===== src/rtl/rggen_reducer_pkg.sv =====
`default_nettype none
// ============================================================================
// Module      : rggen_reducer_pkg
// Description : Operator enum and constant functions describing the fan-in-4
//               reduction tree shape shared by the reducer blocks.
// Revision    : 1.0 - initial release
// ============================================================================
package rggen_reducer_pkg;

    typedef enum logic [1:0] {
        RGGEN_REDUCE_OR  = 2'd0,
        RGGEN_REDUCE_AND = 2'd1,
        RGGEN_REDUCE_XOR = 2'd2
    } rggen_reduce_op_e;

    localparam int C_MAX_GROUPS = 1024;

    typedef logic [C_MAX_GROUPS-1:0][15:0] rggen_group_list_t;

    // Groups of 5..9 split in two halves so the next level never sees a lone element.
    function automatic int get_group_size(input int remaining);
        if ((remaining > 4) && ((remaining / 2) <= 4)) begin
            return remaining / 2;
        end else if (remaining >= 4) begin
            return 4;
        end else begin
            return remaining;
        end
    endfunction

    function automatic int get_next_n(input int n);
        int count;
        int remaining;
        count     = 0;
        remaining = n;
        while (remaining > 0) begin
            remaining = remaining - get_group_size(remaining);
            count     = count + 1;
        end
        return count;
    endfunction

    function automatic rggen_group_list_t get_sub_n_list(input int n);
        rggen_group_list_t list;
        int                remaining;
        int                idx;
        list      = '0;
        remaining = n;
        idx       = 0;
        while (remaining > 0) begin
            list[idx] = 16'(get_group_size(remaining));
            remaining = remaining - get_group_size(remaining);
            idx       = idx + 1;
        end
        return list;
    endfunction

    function automatic rggen_group_list_t get_offset_list(input int n);
        rggen_group_list_t list;
        int                remaining;
        int                offset;
        int                idx;
        list      = '0;
        remaining = n;
        offset    = 0;
        idx       = 0;
        while (remaining > 0) begin
            list[idx] = 16'(offset);
            offset    = offset + get_group_size(remaining);
            remaining = remaining - get_group_size(remaining);
            idx       = idx + 1;
        end
        return list;
    endfunction

    // A single element still costs one pass-through level.
    function automatic int get_levels(input int n);
        int levels;
        int current;
        levels  = 0;
        current = n;
        do begin
            current = get_next_n(current);
            levels  = levels + 1;
        end while (current > 1);
        return levels;
    endfunction

    function automatic int get_level_n(input int n, input int level);
        int current;
        current = n;
        for (int i = 0; i < level; i++) begin
            current = get_next_n(current);
        end
        return current;
    endfunction

    function automatic int get_node_offset(input int n, input int level);
        int offset;
        offset = 0;
        for (int i = 0; i < level; i++) begin
            offset = offset + get_level_n(n, i);
        end
        return offset;
    endfunction

    function automatic int get_stage_count(input int n, input int interval);
        if (interval <= 0) begin
            return 0;
        end
        return (get_levels(n) + interval - 1) / interval;
    endfunction

endpackage
`default_nettype wire


===== src/rtl/rggen_reducer_level.sv =====
`default_nettype none
// ============================================================================
// Module      : rggen_reducer_level
// Description : One combinational level of the reduction tree.
// Revision    : 1.0 - initial release
// ============================================================================
module rggen_reducer_level
    import rggen_reducer_pkg::*;
#(
    parameter  int N_IN      = 1,
    parameter  int WIDTH     = 2,
    parameter  int OPERATION = 0,
    localparam int N_OUT     = get_next_n(N_IN)
) (
    input  logic [N_IN-1:0][WIDTH-1:0]  i_data,
    output logic [N_OUT-1:0][WIDTH-1:0] o_data
);

    localparam rggen_reduce_op_e  C_OP     = rggen_reduce_op_e'(OPERATION[1:0]);
    localparam rggen_group_list_t C_SUB_N  = get_sub_n_list(N_IN);
    localparam rggen_group_list_t C_OFFSET = get_offset_list(N_IN);

    for (genvar g = 0; g < N_OUT; g++) begin : g_group
        localparam int C_SIZE = int'(C_SUB_N[g]);
        localparam int C_BASE = int'(C_OFFSET[g]);

        logic [WIDTH-1:0] w_acc;

        always_comb begin
            w_acc = i_data[C_BASE];
            for (int i = 1; i < C_SIZE; i++) begin
                case (C_OP)
                    RGGEN_REDUCE_AND: w_acc = w_acc & i_data[C_BASE+i];
                    RGGEN_REDUCE_XOR: w_acc = w_acc ^ i_data[C_BASE+i];
                    default:          w_acc = w_acc | i_data[C_BASE+i];
                endcase
            end
        end

        assign o_data[g] = w_acc;
    end

endmodule
`default_nettype wire


===== src/rtl/rggen_pipelined_reducer.sv =====
`default_nettype none
// ============================================================================
// Module      : rggen_pipelined_reducer
// Description : Pipelined N-input OR/AND/XOR reduction tree with valid/ready
//               handshake and per-stage backpressure.
// Revision    : 1.0 - initial release
// ============================================================================
module rggen_pipelined_reducer
    import rggen_reducer_pkg::*;
#(
    parameter int WIDTH             = 2,
    parameter int N                 = 1,
    parameter int OPERATION         = 0,
    parameter int REGISTER_INTERVAL = 1
) (
    input  logic                      i_clk,
    input  logic                      i_rst,
    input  logic                      i_valid,
    output logic                      o_ready,
    input  logic [N-1:0][WIDTH-1:0]   i_data,
    output logic                      o_valid,
    input  logic                      i_ready,
    output logic [WIDTH-1:0]          o_result
);

    localparam int C_LEVELS      = get_levels(N);
    localparam int C_STAGES      = get_stage_count(N, REGISTER_INTERVAL);
    localparam int C_STAGE_SLOTS = (C_STAGES > 0) ? C_STAGES : 1;
    localparam int C_NODE_COUNT  = get_node_offset(N, C_LEVELS + 1);
    localparam int C_INTERVAL    = (REGISTER_INTERVAL > 0) ? REGISTER_INTERVAL : 1;

    if ((OPERATION < 0) || (OPERATION > 2)) begin : g_bad_operation
        $error("rggen_pipelined_reducer: OPERATION must be 0 (OR), 1 (AND) or 2 (XOR)");
    end
    if ((N < 1) || (REGISTER_INTERVAL < 0)) begin : g_bad_shape
        $error("rggen_pipelined_reducer: N must be >= 1 and REGISTER_INTERVAL >= 0");
    end

    // Every level's input elements and output elements live in flat buses,
    // each level occupying a contiguous slice.
    logic [C_NODE_COUNT*WIDTH-1:0]     w_level_in;
    logic [(C_NODE_COUNT-N)*WIDTH-1:0] w_level_out;
    logic [C_STAGE_SLOTS-1:0]          w_valid;
    logic [C_STAGE_SLOTS-1:0]          w_ready;

    assign w_level_in[N*WIDTH-1:0] = i_data;

    for (genvar l = 0; l < C_LEVELS; l++) begin : g_level
        localparam int  C_N_IN     = get_level_n(N, l);
        localparam int  C_N_OUT    = get_level_n(N, l + 1);
        localparam int  C_IN_LSB   = get_node_offset(N, l) * WIDTH;
        localparam int  C_NEXT_LSB = get_node_offset(N, l + 1) * WIDTH;
        localparam int  C_OUT_LSB  = C_NEXT_LSB - (N * WIDTH);
        localparam int  C_STAGE    = l / C_INTERVAL;
        localparam bit  C_REG      = (REGISTER_INTERVAL > 0) &&
                                     ((((l + 1) % C_INTERVAL) == 0) || (l == (C_LEVELS - 1)));

        rggen_reducer_level #(
            .N_IN      (C_N_IN),
            .WIDTH     (WIDTH),
            .OPERATION (OPERATION)
        ) u_level (
            .i_data (w_level_in[C_IN_LSB +: C_N_IN*WIDTH]),
            .o_data (w_level_out[C_OUT_LSB +: C_N_OUT*WIDTH])
        );

        if (C_REG) begin : g_register
            logic                     r_valid;
            logic [C_N_OUT*WIDTH-1:0] r_data;
            logic                     w_up_valid;

            if (C_STAGE == 0) begin : g_first
                assign w_up_valid = i_valid;
            end else begin : g_inner
                assign w_up_valid = w_valid[C_STAGE-1];
            end

            // Data only moves when a real item is loaded, keeping idle stages quiet.
            always_ff @(posedge i_clk) begin
                if (i_rst) begin
                    r_valid <= 1'b0;
                    r_data  <= '0;
                end else if (w_ready[C_STAGE]) begin
                    r_valid <= w_up_valid;
                    if (w_up_valid) begin
                        r_data <= w_level_out[C_OUT_LSB +: C_N_OUT*WIDTH];
                    end
                end
            end

            assign w_valid[C_STAGE]                          = r_valid;
            assign w_level_in[C_NEXT_LSB +: C_N_OUT*WIDTH]   = r_data;
        end else begin : g_bypass
            assign w_level_in[C_NEXT_LSB +: C_N_OUT*WIDTH] =
                w_level_out[C_OUT_LSB +: C_N_OUT*WIDTH];
        end
    end

    if (C_STAGES == 0) begin : g_comb
        assign w_valid[0] = i_valid;
        assign w_ready[0] = i_ready;
    end else begin : g_pipe
        // Unrolled ready chain: a stage can load if any stage at or after it is empty.
        for (genvar s = 0; s < C_STAGES; s++) begin : g_ready
            assign w_ready[s] = i_ready || !(&w_valid[C_STAGES-1:s]);
        end
    end

    assign o_ready  = w_ready[0];
    assign o_valid  = w_valid[C_STAGE_SLOTS-1];
    assign o_result = w_level_in[C_NODE_COUNT*WIDTH-1 -: WIDTH];

endmodule
`default_nettype wire

===== config.mk =====
export PLATFORM = sky130hd
export DESIGN_NAME = rggen_pipelined_reducer
export DESIGN_NICKNAME = d
export VERILOG_FILES = /design/src/rtl/rggen_reducer_pkg.sv /design/src/rtl/rggen_reducer_level.sv /design/src/rtl/rggen_pipelined_reducer.sv
export SDC_FILE = /design/constraint.sdc
export NUM_CORES = 1
export LEC_CHECK = 0
export ABC_CLOCK_PERIOD_IN_PS = 1700
export CORE_AREA = 2 2 39 41
export CTS_CLUSTER_SIZE = 24
export DETAILED_ROUTE_END_ITERATION = 7
export DIE_AREA = 0 0 41 43
export PLACE_DENSITY = 0.43
export SLEW_MARGIN = 15
export SYNTH_ARGS = -nofsm -noshare
export SYNTH_HDL_FRONTEND = slang
export SYNTH_SLANG_ARGS = --single-unit

===== constraint.sdc =====
create_clock -name i_clk -period 1.7 [get_ports i_clk]
set_input_delay 0.51 -clock i_clk [delete_from_list [all_inputs] [get_ports i_clk]]
set_output_delay 0.51 -clock i_clk [all_outputs]
set_load 0.02 [all_outputs]

==> out/results.txt <==
Num Clock Sinks -> 3
Max_cap viols -> 0
Part of the power in the clock network -> 0.512
Vias per cell -> 3.05
Worst Hold Path EP -> o_result[1]$_SDFFE_PP0P_
Cells after Synth -> 12
Seq/Total Area, Yosys -> 0.490
CTS H-tree lvls -> 1
Num CTS Buffers -> 3
Cell chain of the critical path -> clkdlybuf4s50_1
Net Sw Frac -> 0.230
Relative slew slack -> 0.859
Sequential cell area -> 60.1 µm²
P_sw -> 0.0000560 W
Core ar. -> 1380 µm²
Final setup viols -> 0
Post-route ant nets -> 0
Total grt overflow -> 0
Top cell type's share of synthesized area -> 0.490
Initial DRC Count -> 3
Diode count -> 0
CP peak stage delay -> 0.60 ns
Netlist Area Pre-Place -> 123 µm²
DR WL/cell -> 8.14 µm
Logic pwr share -> 0.168
Fillcell total -> 152
Fraction of layout cells with a size suffix above 1 -> 0.231
Worst Tran Pin Value -> 0.211 ns
WS Path Type -> flop to primary output
Die height -> 43 µm
Max clock buf depth -> 2
Power, Total -> 0.000243 W
Peak VDD IR -> 0.183 mV
Hold Path Cell Cnt -> 2
TritonRoute pass-1 iters -> 2
Drt total wl -> 342 µm
Worst skew pair latency -> 0.23 ns
Die area -> 1760 µm²
Initial Util -> 0.0886
CTS tree -> built
Unique masters post-synth -> 6
Endpoint type of the worst setup path -> primary output
Leak Pwr -> 0.113 nW
Reg2reg path depth -> 4
PortBufs -> 9
Area taken by multi-input logic gates -> 58.8 µm²
Die Wd -> 41 µm
Startpoint class of the critical path -> flop
CP Buf/Inv Count -> 1
# nets final -> 33
Layout Cells excl Fill -> 42
Syn nets -> 18
Critical Path RT -> 1.19 ns
Remaining DRCs -> 0
Slowest cell on the critical path -> clkdlybuf4s50_1
Worst-path clk slew -> 0.04 ns
Final period utilization -> 0.979
Outcome -> finished, final reports clean
Maximum fanout along the worst path -> 2
Post-route setup TNS -> 0 ns
DP Cell Count -> 38
Vias -> 128
Tot GR Track Use -> 0.0451
Largest area contributor in the netlist -> dfxtp_1
# IOs -> 10
Fmax -> 601 MHz
Slew Viols, Final -> 0
RSZ-0062 raised after global routing -> no
Flop2flop setup slack -> 0.74 ns
Minimum clock period -> 1.66 ns
Worst path arrival time -> 1.15 ns
Pwr per Cell Area -> 917 nW/µm²
Hold_sp -> o_result[1]$_SDFFE_PP0P_
Power share of the sequential group -> 0.321
Syn. warnings -> 0
Hold_ws -> 0.580 ns
Placer Congestion -> 0.513
Worst R2R Start -> o_valid$_SDFFE_PP0P_
Root buf cell -> clkbuf_4
Hold Path Class -> flop to flop
Top post-synthesis cells by area -> dfxtp_1 49%, a21bo_1 16%, a21oi_1 12%
Largest net degree at the start of global routing -> 6
Vias in the first global route -> 115
Mapped Avg Cell Area -> 10.2 µm²
Initial antenna violation count -> 0
Internal power -> 0.000187 W
Final Hold Fails -> 0
Synthesis-to-finish area growth -> 116%
Reg2reg end -> o_result[1]$_SDFFE_PP0P_
CP top delay family -> buffers and inverters
Critical path launch point -> o_result[0]$_SDFFE_PP0P_
FP Rows -> 14
First-pass GRT wire length -> 427 µm
Clk_skew -> 0.000931 ns
Synth Register Bits -> 3
[layer usage]
metal / vias to the layer above / part of all wire / GRT usage
met4: 0 / 0.015 / 0.0800
met5: - / 0 / 0
met1: 46 / 0.48 / 0.0513
met2: 10 / 0.33 / 0.0344
li1: 70 / - / -
met3: 2 / 0.17 / 0.0314
[flip-flops by register name (all words and copies together), names as in the netlist]
signal / flops
o_result: 2
o_valid: 1
[cells in the final DEF (no fill, tap or decap)]
cell             n
dfxtp_1          3
nand3_1          2
clkbuf_1         1
buf_6            1
nand2b_4         1
a21oi_1          3
clkbuf_4         3
dlygate4sd2_1    2
a21bo_1          2
clkdlybuf4s50_1  6
inv_1            1
buf_4            1
[Yosys cell counts]
cell / n
inv_1: 1
a21bo_1: 2
dfxtp_1: 3
a21oi_1: 3
nand3_1: 2
nand2b_4: 1
[power by group through the flow]
stage                     registers [W]  clock network, W  logic (W)
after detailed placement      0.0000792                 0  0.0000423
after CTS                     0.0000780          0.000132  0.0000411
final                         0.0000780          0.000125  0.0000408
after global routing          0.0000781          0.000133  0.0000435
after global placement        0.0000790                 0  0.0000423
after floorplan               0.0000842                 0  0.0000105
[worst max-delay path by stage]
stage / slack [ns] / cells after the start / to
after global routing: 0.008 / 1 / o_result[0]
after global placement: -0.51 / 3 / o_ready
after floorplan: 0.52 / 1 / o_ready
final: 0.04 / 1 / o_result[0]
after detailed placement: -0.50 / 3 / o_ready
after CTS: 0.02 / 1 / o_result[0]
[kinds of logic (layout without fill, tap and decap cells)]
| family | after synthesis | in the layout | share of synthesized area |
|---|---|---|---|
| AOI/OAI and AO/OA | 5 | 5 | 0.286 |
| buffers and inverters | 1 | 15 | 0.0306 |
| DFF | 3 | 3 | 0.490 |
| and+or+nand+nor | 3 | 3 | 0.194 |
[what timing repair did]
item,4_1_cts,5_1_grt
hold buffers,0,0
gates resized for setup,8,0
endpoints found under the setup margin,2,0
setup buffers,0,0
[cell type report]
| type | count | area share |
|---|---|---|
| Sequential cell | 3 | 0.226 |
| Inverter | 1 | 0.0142 |
| Timing Repair Buffer | 10 | 0.363 |
| Multi-Input combinational cell | 8 | 0.222 |
| Clock buffer | 4 | 0.0991 |
| Tap cell | 16 | 0.0755 |
[through the flow]
step / cell area [µm²] / util / setup slack, ns
final: 265 / 0.192 / 0.0365
after global routing: 265 / 0.192 / 0.00774
after detailed placement: 240 / 0.174 / -0.499
after floorplan: 123 / - / 0.516
after CTS: 265 / 0.192 / 0.0163
after global placement: 240 / 0.174 / -0.505
Power figures use the tool's default switching activity.
